<file path="config.mk">
export PLATFORM = sky130hd
export DESIGN_NAME = codigo_junto
export DESIGN_NICKNAME = d
export VERILOG_FILES = /design/src/rtl/codigo_junto.sv
export SDC_FILE = /design/constraint.sdc
export NUM_CORES = 1
export LEC_CHECK = 0
export ABC_AREA = 0
export ABC_CLOCK_PERIOD_IN_PS = 13000
export CORE_ASPECT_RATIO = 0.8
export CORE_MARGIN = 10
export CORE_UTILIZATION = 50
export DETAILED_ROUTE_END_ITERATION = 10
export PLACE_DENSITY = 0.75
export SYNTH_ARGS = -nofsm -noshare
export SYNTH_HDL_FRONTEND = slang
export SYNTH_SLANG_ARGS = --single-unit
</file>
<file path="constraint.sdc">
create_clock -name clk -period 13 [get_ports clk]
set_input_delay 2.6 -clock clk [delete_from_list [all_inputs] [get_ports clk]]
set_output_delay 2.6 -clock clk [all_outputs]
set_load 0.01 [all_outputs]
</file>
<file path="src/rtl/codigo_junto.sv">
// codigo_junto: four-candidate election tallier.
// Registers the four ID codes and vote counts, picks the slot with the most
// votes (ties resolve to the earliest slot A..D), and registers that slot's
// ID code plus a "second round required" flag when the winner lacks an
// absolute majority of the total.
//
// Ports:
//   clk         rising-edge clock
//   rst         synchronous active-high reset
//   A..D        2-bit ID code carried by each candidate slot
//   VA..VD      6-bit unsigned vote count per slot
//   Candidato1  registered ID code of the winning slot
//   Candidato2  registered flag, 1 = no absolute majority (second round)
module codigo_junto (
    input  logic       clk,
    input  logic       rst,
    input  logic [1:0] A,
    input  logic [1:0] B,
    input  logic [1:0] C,
    input  logic [1:0] D,
    input  logic [5:0] VA,
    input  logic [5:0] VB,
    input  logic [5:0] VC,
    input  logic [5:0] VD,
    output logic [1:0] Candidato1,
    output logic       Candidato2
);

    localparam int unsigned IdW    = 2;
    localparam int unsigned VoteW  = 6;
    localparam int unsigned TotalW = 8;
    localparam int unsigned CmpW   = 9;

    // Stage 1: captured inputs
    logic [IdW-1:0]   a_q, b_q, c_q, d_q;
    logic [VoteW-1:0] va_q, vb_q, vc_q, vd_q;
    // Marks stage 1 as holding real inputs; keeps stage 2 at reset values
    // for the first edge after reset releases.
    logic             valid_q;

    // Stage 2: registered result
    logic [IdW-1:0]   cand1_q, cand1_d;
    logic             cand2_q, cand2_d;

    // Combinational winner search and majority test
    logic [IdW-1:0]    win_id;
    logic [VoteW-1:0]  win_v;
    logic [TotalW-1:0] total;
    logic              majority;

    // Stage 1 register
    always_ff @(posedge clk) begin
        if (rst) begin
            a_q     <= '0;
            b_q     <= '0;
            c_q     <= '0;
            d_q     <= '0;
            va_q    <= '0;
            vb_q    <= '0;
            vc_q    <= '0;
            vd_q    <= '0;
            valid_q <= 1'b0;
        end else begin
            a_q     <= A;
            b_q     <= B;
            c_q     <= C;
            d_q     <= D;
            va_q    <= VA;
            vb_q    <= VB;
            vc_q    <= VC;
            vd_q    <= VD;
            valid_q <= 1'b1;
        end
    end

    // Winner selection: strict greater-than so earlier slots keep ties
    always_comb begin
        win_id = a_q;
        win_v  = va_q;
        if (vb_q > win_v) begin
            win_id = b_q;
            win_v  = vb_q;
        end
        if (vc_q > win_v) begin
            win_id = c_q;
            win_v  = vc_q;
        end
        if (vd_q > win_v) begin
            win_id = d_q;
            win_v  = vd_q;
        end
    end

    // Total fits in 8 bits (max 252); doubled winner compared at 9 bits
    always_comb begin
        total    = TotalW'(va_q) + TotalW'(vb_q) + TotalW'(vc_q) + TotalW'(vd_q);
        majority = (CmpW'({win_v, 1'b0}) > CmpW'(total));
    end

    // Stage 2 next-state
    always_comb begin
        cand1_d = '0;
        cand2_d = 1'b0;
        if (valid_q) begin
            cand1_d = win_id;
            cand2_d = ~majority;
        end
    end

    // Stage 2 register
    always_ff @(posedge clk) begin
        if (rst) begin
            cand1_q <= '0;
            cand2_q <= 1'b0;
        end else begin
            cand1_q <= cand1_d;
            cand2_q <= cand2_d;
        end
    end

    assign Candidato1 = cand1_q;
    assign Candidato2 = cand2_q;

endmodule

</file>
==> out/summary.txt <==
RSZ-0062 raised after global routing: no
Number of filler instances in the final layout: 415
CTS buffer count: 5
Area growth from synthesis to final layout: 20.34%
Vias in the first global route: 1757
Share of power burned in the clock network: 0.223
Nets: 366
Syn nets: 329
CP Capture Type: flop
Insertion delay of the later-clocked pin in the worst-skew pair: 0.29 ns
Die extent in y: 81.95 um
Setup TNS: 0 ns
Synthesized-area fraction occupied by and/or/nand/nor cells: 0.1862
Detailed-routing iteration count for the pre-antenna-repair pass: 4
Power density relative to cell area: 128.5 nW/um^2
Initial core utilization: 0.5187
Core area: 4624 um^2
Synth Area in Compound Gates: 0.1560
Fin crit share: 0.5031
Part of the Yosys area used for sequential elements: 0.3005
Largest family of logic cells by synthesized area: adder cells
Antenna violations before repair: 0
# diodes: 0
Outcome: completed
# Post-CTS Setup Buffers: 0
Synthesized instance count: 254
Gates resized, CTS repair: 0
Maximum number of buffers from clock root to sink: 2
Detailed Place HPWL: 4057 um
Data required time of the critical path: 13.23 ns
Via count: 1842
Sequential group share of total power: 0.332
Number of warnings reported in the yosys synthesis log: 0
Most used flip-flop cell after synthesis: sky130_fd_sc_hd__dfxtp_1
Final slew viol count: 0
Global-route wire length before repair: 8307 um
Final number of setup-violating endpoints: 0
Area of the die: 7985 um^2
Unique cell type count in the Yosys netlist: 43
Top cell types by occurrence after synthesis: 36 x sky130_fd_sc_hd__dfxtp_1, 35 x sky130_fd_sc_hd__nor2b_1, 29 x sky130_fd_sc_hd__ha_1
Biggest area consumer among synthesized cells: sky130_fd_sc_hd__dfxtp_1
Achievable clock frequency: 152.9 MHz
Maximum single-stage delay on the critical path: 0.62 ns
Number of levels the H-tree was split into: 2
TritonCTS clock tree: built
DRC violation count after routing: 0
Post-Syn Area: 2399 um^2
Final weighted congestion in routability-driven placement: 0.8209
Iter 0 DRT Violations: 108
Final number of hold-violating endpoints: 0
Type of the most critical hold path: flop to flop
Worst voltage drop across the vdd grid: 0.07601 mV
Share of cells above drive strength 1: 0.05479
Routed via count divided by cell count: 5.233
Time the worst path needs with I/O delays and setup: 6.541 ns
Clock sink count: 36
Leftover overflow at the end of global routing: 0
Post-Synth Adder-Cell Area: 0.2514
Combined global-route utilization of all metal layers: 0.1277
Pleak: 1.294 nW
XOR/XNOR Fraction of Synth Area: 0.01461
Async set or reset register ratio after synthesis: 0
Largest fanout of any net on the critical path: 19
Layout Cell Area excl Fill: 2887 um^2
Count of flip-flops with a built-in enable after synthesis: 0
Clk root buf: sky130_fd_sc_hd__clkbuf_8
Largest net degree at the start of global routing: 35
Placed cell areas: 2793 um^2
#FFs+latches synth: 36
Average wire per cell in the routed design: 14.13 um
Fraction of power spent switching nets: 0.3547
Category of the most critical setup path: flop to flop
Share of the synthesized area in the top cell type: 0.3005
Sort of element at the start of the critical path: flop
Logic gate share of total power: 0.445
Cell row count: 22
Worst Tran Pin Value: 1.141 ns
Total of buffers placed on input and output ports: 36
Switching power of the nets: 0.0001316 W
Worst max-slew margin expressed relative to the limit: 0.2342
Arrival time at the worst endpoint: 6.77 ns
Hold buffer count at cts: 0
Number of I/O pins: 37
Worst-path clk slew: 0.07 ns
Overall die width: 97.44 um
Number of nets with antenna violations after routing: 0
Biggest area contributors in the synthesized netlist: sky130_fd_sc_hd__dfxtp_1 30%, sky130_fd_sc_hd__ha_1 15%, sky130_fd_sc_hd__fa_1 10%, sky130_fd_sc_hd__nor2b_1 9.1%, sky130_fd_sc_hd__mux2i_1 3.3%
WL final: 4974 um
Internal portion of total power: 0.0002394 W
Most frequent cell after synthesis: sky130_fd_sc_hd__dfxtp_1
Mean instance size in the synthesized netlist: 9.443 um^2
Slowest-stage cell, CP: sky130_fd_sc_hd__a311oi_2
Multiplexer area fraction after synthesis: 0.03808
Max_cap viols: 0
Final Skew: 0.002846 ns
-- final cells by class --
type / instances / area (um^2) / share of cell area
clock buffer: 7 / 86.33 / 0.02991
multi-input combinational: 190 / 1550 / 0.5371
timing repair buffer: 37 / 367.9 / 0.1274
inverter: 21 / 78.83 / 0.02731
clock inverter: 1 / 7.507 / 0.002601
sequential: 36 / 720.7 / 0.2497
tap: 60 / 75.07 / 0.02601
-- per-layer routing --
layer	routed length [um]	GRT usage
met5	0	0
met4	47	0.03478
met3	240	0.03691
met2	2217	0.2040
met1	2468	0.1661
-- cells by family (layout without fill, tap and decap cells) --
family                   Yosys count  after routing
AO/OA/AOI/OAI                     55             55
adder cells (fa/ha/maj)           41             41
buffers and inverters             28             66
AND/OR/NAND/NOR                   81             81
flip-flops                        36             36
multiplexers                       9              9
XOR/XNOR                           4              4
-- final timing paths --
kind / cells past startpoint / end / slack [ns] / start
setup / recovery: 30 / Candidato2 / 6.46 / va_q[5]
hold / removal: 2 / Candidato1[1] / 0.53 / d_q[1]
setup reg to reg: 30 / Candidato2 / 6.46 / va_q[5]
hold reg to reg: 2 / Candidato1[1] / 0.53 / d_q[1]
-- through the flow --
stage / power [W] / utilization / worst slack (ns) / cells / hold slack, ns
global placement: 0.0002869 / 0.6039 / 6.666 / 344 / 0.5251
floorplan: 0.0002514 / - / 7.524 / 254 / 0.4790
CTS: 0.0003744 / 0.6242 / 6.488 / 352 / 0.5349
global route: 0.0004041 / 0.6242 / 5.820 / 352 / 0.5864
detailed placement: 0.0002894 / 0.6039 / 6.536 / 344 / 0.5145
finish: 0.0003710 / 0.6242 / 6.459 / 352 / 0.5346
-- power by group through the flow --
| stage | Sequential [W] | Clock (W) | Combinational [W] |
|---|---|---|---|
| 2_1_floorplan | 0.000125 | 0 | 0.000126 |
| 3_3_place_gp | 0.000126 | 0 | 0.000161 |
| 6_report | 0.000123 | 0.0000827 | 0.000165 |
| 5_1_grt | 0.000124 | 0.0000899 | 0.000190 |
| 3_5_place_dp | 0.000126 | 0 | 0.000164 |
| 4_1_cts | 0.000123 | 0.0000858 | 0.000165 |
-- state kept, by name, summed over array words and instances, names as in the netlist --
signal / count
valid_q: 1
c_q: 2
vc_q: 6
d_q: 2
vb_q: 6
b_q: 2
Candidato1: 2
vd_q: 6
Candidato2: 1
va_q: 6
a_q: 2
-- worst max-delay path, delay by kind of cell, from the launching register on --
kind,cells,cell delay [ns]
muxes,1,0.26
AOI/OAI and AO/OA,16,3.60
and+or+nand+nor,8,0.92
DFF,1,0.38
adders and majority gates,4,1.24
buffers and inverters,1,0.07
-- placed cells by master (no fill, tap or decap), types with 2 or more instances in the layout --
cell,Yosys,routed
sky130_fd_sc_hd__dfxtp_1,36,36
sky130_fd_sc_hd__clkdlybuf4s50_1,0,36
sky130_fd_sc_hd__nor2b_1,35,35
sky130_fd_sc_hd__ha_1,29,29
sky130_fd_sc_hd__inv_1,21,21
sky130_fd_sc_hd__a21oi_1,14,14
sky130_fd_sc_hd__nand2_1,14,14
sky130_fd_sc_hd__fa_1,12,12
sky130_fd_sc_hd__o21ai_0,11,11
sky130_fd_sc_hd__nor2_1,10,10
sky130_fd_sc_hd__mux2i_1,8,8
sky130_fd_sc_hd__a21o_1,6,6
sky130_fd_sc_hd__clkbuf_8,0,6
sky130_fd_sc_hd__nand3_1,5,5
sky130_fd_sc_hd__o21ai_1,4,4
sky130_fd_sc_hd__or3_1,4,4
sky130_fd_sc_hd__a31o_1,4,4
sky130_fd_sc_hd__o221ai_1,3,3
sky130_fd_sc_hd__nand2b_1,3,3
sky130_fd_sc_hd__and3_1,2,2
sky130_fd_sc_hd__xor2_1,2,2
sky130_fd_sc_hd__xnor2_1,2,2
sky130_fd_sc_hd__a311oi_1,2,2
No activity file was read; power rests on OpenSTA's default activity.
